--- src/rtl/cc_frame_loader.sv ---
// cc_frame_loader
// Serial front-end and result collector for the combinational code calculator.
// Takes five 4-bit operand beats plus an opcode over a valid/ready stream,
// presents them as registered values to the calculator, waits CALC_LAT settle
// cycles, captures the signed 10-bit result and returns it on a valid/ready
// result stream.
//
// Ports:
//   clk, rst          clock, synchronous active-high reset
//   in_valid/in_ready operand beat handshake, in_data nibble, in_opt opcode
//                     (in_opt is sampled on the first beat only)
//   cc_opt, cc_in0..4 registered opcode/operands driven to the calculator
//   cc_out            signed result from the calculator
//   out_valid/out_ready/out_data  result handshake and captured result
//   busy              high whenever the loader is not idle
//   frame_cnt         number of delivered results, wraps modulo 2^CNT_W
//
// state | meaning
// IDLE  | waiting for the first beat of a frame
// LOAD  | collecting beats 1..4
// CALC  | calculator settling, wait counter running down
// HOLD  | result presented, waiting for out_ready
module cc_frame_loader #(
  parameter int CALC_LAT = 1,
  parameter int CNT_W    = 8
) (
  input  logic              clk,
  input  logic              rst,
  input  logic              in_valid,
  output logic              in_ready,
  input  logic [3:0]        in_data,
  input  logic [2:0]        in_opt,
  output logic [2:0]        cc_opt,
  output logic [3:0]        cc_in0,
  output logic [3:0]        cc_in1,
  output logic [3:0]        cc_in2,
  output logic [3:0]        cc_in3,
  output logic [3:0]        cc_in4,
  input  logic signed [9:0] cc_out,
  output logic              out_valid,
  input  logic              out_ready,
  output logic signed [9:0] out_data,
  output logic              busy,
  output logic [CNT_W-1:0]  frame_cnt
);

  typedef enum logic [1:0] {IDLE, LOAD, CALC, HOLD} state_t;

  localparam logic [3:0] LAT = 4'(CALC_LAT);

  state_t     state;
  state_t     state_nxt;
  logic [2:0] beat_cnt;
  logic [3:0] wait_cnt;
  logic       accept;

  assign accept = in_valid & in_ready;

  // state register
  always_ff @(posedge clk) begin
    if (rst) state <= IDLE;
    else     state <= state_nxt;
  end

  // next-state logic
  always_comb begin
    state_nxt = state;
    case (state)
      IDLE: if (accept) state_nxt = LOAD;
      LOAD: if (accept && beat_cnt == 3'd4) state_nxt = CALC;
      CALC: if (wait_cnt == 4'd0) state_nxt = HOLD;
      HOLD: if (out_ready) state_nxt = IDLE;
      default: state_nxt = IDLE;
    endcase
  end

  // state-decoded outputs; out_valid is high exactly while the result is held
  always_comb begin
    in_ready  = (state == IDLE) || (state == LOAD);
    busy      = (state != IDLE);
    out_valid = (state == HOLD);
  end

  // datapath: operand slots, counters and result capture
  always_ff @(posedge clk) begin
    if (rst) begin
      beat_cnt  <= '0;
      wait_cnt  <= '0;
      cc_opt    <= '0;
      cc_in0    <= '0;
      cc_in1    <= '0;
      cc_in2    <= '0;
      cc_in3    <= '0;
      cc_in4    <= '0;
      out_data  <= '0;
      frame_cnt <= '0;
    end else begin
      case (state)
        IDLE: begin
          if (accept) begin
            cc_in0   <= in_data;
            cc_opt   <= in_opt;
            beat_cnt <= 3'd1;
          end
        end
        LOAD: begin
          if (accept) begin
            case (beat_cnt)
              3'd1:    cc_in1 <= in_data;
              3'd2:    cc_in2 <= in_data;
              3'd3:    cc_in3 <= in_data;
              default: cc_in4 <= in_data;
            endcase
            beat_cnt <= beat_cnt + 3'd1;
            if (beat_cnt == 3'd4) wait_cnt <= LAT;
          end
        end
        CALC: begin
          if (wait_cnt == 4'd0) out_data <= cc_out;
          else                  wait_cnt <= wait_cnt - 4'd1;
        end
        HOLD: begin
          if (out_ready) frame_cnt <= frame_cnt + 1'b1;
        end
        default: ;
      endcase
    end
  end

endmodule

--- config.mk ---
export PLATFORM = sky130hd
export DESIGN_NAME = cc_frame_loader
export DESIGN_NICKNAME = d
export VERILOG_FILES = /design/src/rtl/cc_frame_loader.sv
export SDC_FILE = /design/constraint.sdc
export NUM_CORES = 1
export LEC_CHECK = 0
export CORE_ASPECT_RATIO = 0.8
export CORE_MARGIN = 1.5
export CORE_UTILIZATION = 60
export CTS_CLUSTER_SIZE = 16
export DETAILED_ROUTE_END_ITERATION = 10
export DONT_BUFFER_PORTS = 1
export PLACE_DENSITY = 0.76
export SLEW_MARGIN = 0
export SYNTH_ARGS = -nofsm -noshare
export SYNTH_HDL_FRONTEND = slang
export SYNTH_SLANG_ARGS = --single-unit
export TNS_END_PERCENT = 1
--- constraint.sdc ---
create_clock -name clk -period 2.5 [get_ports clk]
set_clock_uncertainty 0.05 [all_clocks]
set_input_delay 0.375 -clock clk [delete_from_list [all_inputs] [get_ports clk]]
set_output_delay 0.375 -clock clk [all_outputs]
set_load 0.02 [all_outputs]
# == Yosys cells after proc, flatten, opt, wreduce, memory -nomap -nowiden ==
# Cells that the tools add are included.
# totals
elab_cells,60
output_inout_bits,44
inputBits,21
register_bits,50
# op_classes
mux,12
n_addsub,3
eq_ne,14
n_reduce_logical,18
bitwise,2
# ops
cell,n
AND reduction 3 bit,5
2-to-1 mux 4 bit,3
"inequality test 2 bit, second input constant",5
"adder 8 x 1 -> 8 bit, second input constant",1
2-to-1 mux 2 bit,4
case mux 2 bit (4 select lines),1
case mux 4 bit (2 select lines),1
AND reduction 4 bit,2
"== test 3 x 2 -> 1 bit, second input constant",2
2-to-1 mux 3 bit,2
case mux 3 bit (2 select lines),1
AND reduction 2 bit,3
nonzero test 2 bit,3
"== test 2 bit, second input constant",2
logical NOT 4 bit,1
"inequality test 2 x 1 -> 1 bit, second input constant",2
"subtractor 4 x 1 -> 4 bit, second input constant",1
"adder 3 x 1 -> 3 bit, second input constant",1
"== test 3 x 1 -> 1 bit, second input constant",1
"== test 3 bit, second input constant",1
OR reduction 3 bit,1
"== test 2 x 1 -> 1 bit, second input constant",1
logical NOT 2 bit,1
AND 1 bit,1
other kinds (3),3

# == Logic depth before layout (Yosys ltp) ==
# logic_depth
word_depth,6
depth_mapped,8

# == Worst setup path before layout ==
# Ideal clock, no wire load.
# synth_path
path_kind,register -> register
startpoint,register state[0]
endpoint,register wait_cnt[3]
stages_incl_launch_ff,8
slack_ps,832
n_path_buf,1
t_arrival_ps,1503
cell_sequence,dfxtp_1 inv_1 ha_1 clkbuf_1 and4bb_2 a211oi_2 nor3b_1 a31o_1
# synth_between
elab_chain_cells,5
word_cells_on_any_way,11
classes_between,eq/ne (5); mux (1); bitwise (1); reduce/logical (4)
# synth_rtl
item,line,source
from (decl),51,state_t state;
from (signal assigned),62,else state <= state_nxt;
== test 2 x 1 -> 1 bit / logical NOT 2 bit (equally long branches),"79, 98",
logical OR 1 bit,79,in_ready = (state == IDLE) || (state == LOAD);
AND 1 bit,57,assign accept = in_valid & in_ready;
inequality test 2 bit (no line),-,
AND reduction 4 bit (no line),-,
to (signal assigned),120,else wait_cnt <= wait_cnt - 4'd1;
to (decl),54,logic [3:0] wait_cnt;
# Several ways; a longest one is shown, not always the timed one.
# A chain may end at the register's enable or synchronous reset.

# == Final worst setup path ==
# layout_path
startpoint,register state[0]
endpoint,register state[0]
# layout_between
elab_chain_cells,6
word_cells_on_any_way,13
classes_between,eq/ne (7); mux (1); bitwise (1); reduce/logical (4)
# layout_rtl
item,line,source
== test 2 x 1 -> 1 bit / logical NOT 2 bit (equally long branches),"68, 79",
logical OR 1 bit,79,
AND 1 bit,57,
logical AND 1 bit,70,LOAD: if (accept && beat_cnt == 3'd4) state_nxt = CALC;
inequality test 2 bit (no line),-,
AND reduction 4 bit (no line),-,
# Several ways; a longest one is shown, not always the timed one.

==> results_dict.tcl <==
set metrics [dict create \
    top_flip_flop_cell_by_instance_count_after_synthesis "sky130_fd_sc_hd__dfxtp_1" \
    postLayoutCellArea_sq_um 2230 \
    avgSynthCellArea_sq_um 8.748 \
    finish.net_count 274 \
    drt_wl_total_microns 3943 \
    endpoint_kind "flop" \
    pre_cts_slack_ns 0.5613 \
    cts-root-to-sink-buffers 2 \
    post-cts-setup-buffers 0 \
    number_of_placement_rows 19 \
    fp.dieArea_sq_um 3942 \
    hpwlAfterDp_microns 2824 \
    netlist_area_sq_um 2143 \
    crit_required_ns 2.64 \
    vias_in_the_first_global_route 1450 \
    p_int_mw 1.308 \
    grt_pass1_wl_microns 6568 \
    use_met2_pct 30.75 \
    tritoncts "built" \
    wl_per_cell_microns 13.98 \
    min-delay-start "rst" \
    seq_power_share_pct 50.7 \
    route.detailed.vias_per_inst 5.610 \
    timing.final.setup_violations 0 \
    pwr-share-comb_pct 28.2 \
    vdd_drop_max_mv 0.5456 \
    sw_frac_of_total_pct 37.55 \
    detailedRoute.firstPassIterationCount 4 \
    cts_resized 0 \
    r2r-start "state[0]" \
    final_layout_size_suffix_gt1_share_pct 5.000 \
    synth-edff-count 0 \
    worstSkewPairLatency_ns 0.29 \
    worst-slew-pin-transition_ns 0.3929 \
    die_width_microns 69.82 \
    remaining_max_slew_budget_at_the_tightest_pin_pct 73.80 \
    ant_nets 0 \
    layout.cells.most_common "sky130_fd_sc_hd__dfxtp_1" \
    drt_iter0_markers 72 \
    cp_data_arrival_time_ns 2.11 \
    synth_top_area_share_pct 46.70 \
    routed-via-count 1582 \
    fmax_mhz 509.7 \
    final_hold_viol_count 0 \
    grt_max_degree 50 \
    critical_path_type "flop to flop" \
    cts_num_sinks 50 \
    layout.filler_cells 295 \
    yosysUniqueCellTypes 36 \
    grt_overflow_total 0 \
    worst_setup_sp "state[0]" \
    synthDominantAreaCellType "sky130_fd_sc_hd__dfxtp_1" \
    min_period_over_period_pct 78.48 \
    grt_use_total_pct 20.41 \
    p_switching_mw 0.7867 \
    timing.final.max_slew_violations 0 \
    synthTopCellsByArea "sky130_fd_sc_hd__dfxtp_1, sky130_fd_sc_hd__ha_1, sky130_fd_sc_hd__mux2i_1, sky130_fd_sc_hd__nand2_1, sky130_fd_sc_hd__a21oi_1" \
    placeableCoreArea_sq_um 3423 \
    maximum_net_fanout_on_the_critical_path 11 \
    grtUsageMet1_pct 27.65 \
    fin_setup_tns_ns 0 \
    mappedNetlistNets 279 \
    gp_weighted_congestion 0.7805 \
    hold_buffers 0 \
    finalHoldWorstSlack_ns 0.09215 \
    top_level_ports 65 \
    grt_antenna_before_repair 0 \
    power.density_nw_per_um2 939.6 \
    ys_ff_latch 50 \
    postSynth.asyncResetShare_pct 0 \
    pwr-share-clk_pct 21.1 \
    layout-area-overhead-vs-synth_pct 4.028 \
    grt_most_used_layer "met2" \
    cellLeakagePower_nw 0.9124 \
    count_of_warnings_emitted_by_yosys 0 \
    timing.hold.worst.class "input port to flop" \
    finalWorstSetupSlack_ns 0.5380 \
    global_route.usage.met3_pct 7.181 \
    cts_root_cell "sky130_fd_sc_hd__clkbuf_8" \
    placedInstanceArea_sq_um 2147 \
    start_util_pct 62.61 \
    period_minus_slack_ns 1.962 \
    depth_of_the_cts_h_tree 2 \
    route.detailed.drc 0 \
    synth_seq_area_share_pct 46.70 \
    outcome "finished, final reports clean" \
    crit_path_start_kind "flop" \
    highest_count_cells_in_the_layout_ignoring_fill_and_taps "sky130_fd_sc_hd__dfxtp_1, sky130_fd_sc_hd__nand2_1, sky130_fd_sc_hd__nor2_1" \
    die_height_microns 56.46 \
    cts-buffers-inserted 5 \
    antenna_cells_inserted 0 \
    clk_transition_reported_paths_ns 0.08 \
    postSynthCellCount 245 \
    rsz0062_at_grt "no" \
    buffer_ports.inserted 0 \
    max_cap_viol_count 0 \
]
==> final timing paths <==
check,slack [ns],cells after the start,end
max,0.54,6,state[0]
min,0.09,1,wait_cnt[2]
max reg2reg,0.54,6,state[0]
min reg2reg,0.47,2,wait_cnt[1]
==> cell usage after synthesis, types with 3 or more instances <==
master	n
sky130_fd_sc_hd__a21oi_1	25
sky130_fd_sc_hd__and2_1	3
sky130_fd_sc_hd__clkbuf_1	7
sky130_fd_sc_hd__dfxtp_1	50
sky130_fd_sc_hd__ha_1	13
sky130_fd_sc_hd__inv_1	10
sky130_fd_sc_hd__mux2i_1	15
sky130_fd_sc_hd__nand2_1	39
sky130_fd_sc_hd__nand3_1	13
sky130_fd_sc_hd__nand4_1	5
sky130_fd_sc_hd__nor2_1	28
sky130_fd_sc_hd__o21ai_0	3
sky130_fd_sc_hd__xor2_1	6
==> per-stage QoR <==
step	utilization [%]	power [mW]	cells
final	65.13	2.095	282
after global routing	65.13	2.242	282
after CTS	65.13	2.116	282
after detailed placement	62.72	1.673	275
after global placement	62.72	1.652	275
after floorplan	-	1.569	245
==> registers in the layout (all words and copies together), names as in the netlist <==
name and flops:
out_data 10, frame_cnt 8, cc_in0 4, cc_in3 4
cc_in4 4, state 2, cc_in1 4, cc_opt 3
cc_in2 4, wait_cnt 4, beat_cnt 3
==> metal layers <==
| metal | share of wire [%] | wire length [microns] |
|---|---|---|
| met5 | 0 | 0 |
| met4 | 0.68 | 27 |
| met3 | 7.6 | 301 |
| met2 | 44 | 1724 |
| met1 | 48 | 1889 |
==> cells by family (layout without fill, tap and decap cells) <==
logic type | count (synthesis) | in the layout | share of synthesized area [%]
multiplexers | 15 | 15 | 7.005
flip-flops | 50 | 50 | 46.70
AO/OA/AOI/OAI | 36 | 36 | 9.808
buffers and inverters | 22 | 17 | 4.028
AND/OR/NAND/NOR | 102 | 102 | 22.01
XOR/XNOR | 7 | 7 | 2.861
adder cells (fa/ha/maj) | 13 | 13 | 7.589
==> critical path, stage by stage, from the launching register on <==
cell and delay [ns]:
sky130_fd_sc_hd__dfxtp_1 0.39, sky130_fd_sc_hd__inv_1 0.10, sky130_fd_sc_hd__ha_1 0.35, sky130_fd_sc_hd__inv_1 0.25, sky130_fd_sc_hd__o22ai_1 0.16, sky130_fd_sc_hd__or4_1 0.43, sky130_fd_sc_hd__o211a_1 0.14
==> final cells by class <==
class	count	area, sq um	share of cell area, %
multi-input combinational	173	1056	47.36
sequential	50	1001	44.89
clock buffer	5	68.82	3.086
tap	42	52.55	2.357
inverter	10	37.54	1.684
clock inverter	2	13.76	0.6173
==> power by group through the flow <==
| stage | Sequential, mW | Combinational [mW] | Clock [mW] |
|---|---|---|---|
| 5_1_grt | 1.08 | 0.673 | 0.493 |
| 3_5_place_dp | 1.08 | 0.592 | 0 |
| 2_1_floorplan | 1.06 | 0.512 | 0 |
| 6_report | 1.06 | 0.591 | 0.442 |
| 4_1_cts | 1.06 | 0.594 | 0.459 |
| 3_3_place_gp | 1.08 | 0.575 | 0 |
Power figures use the tool's default switching activity.
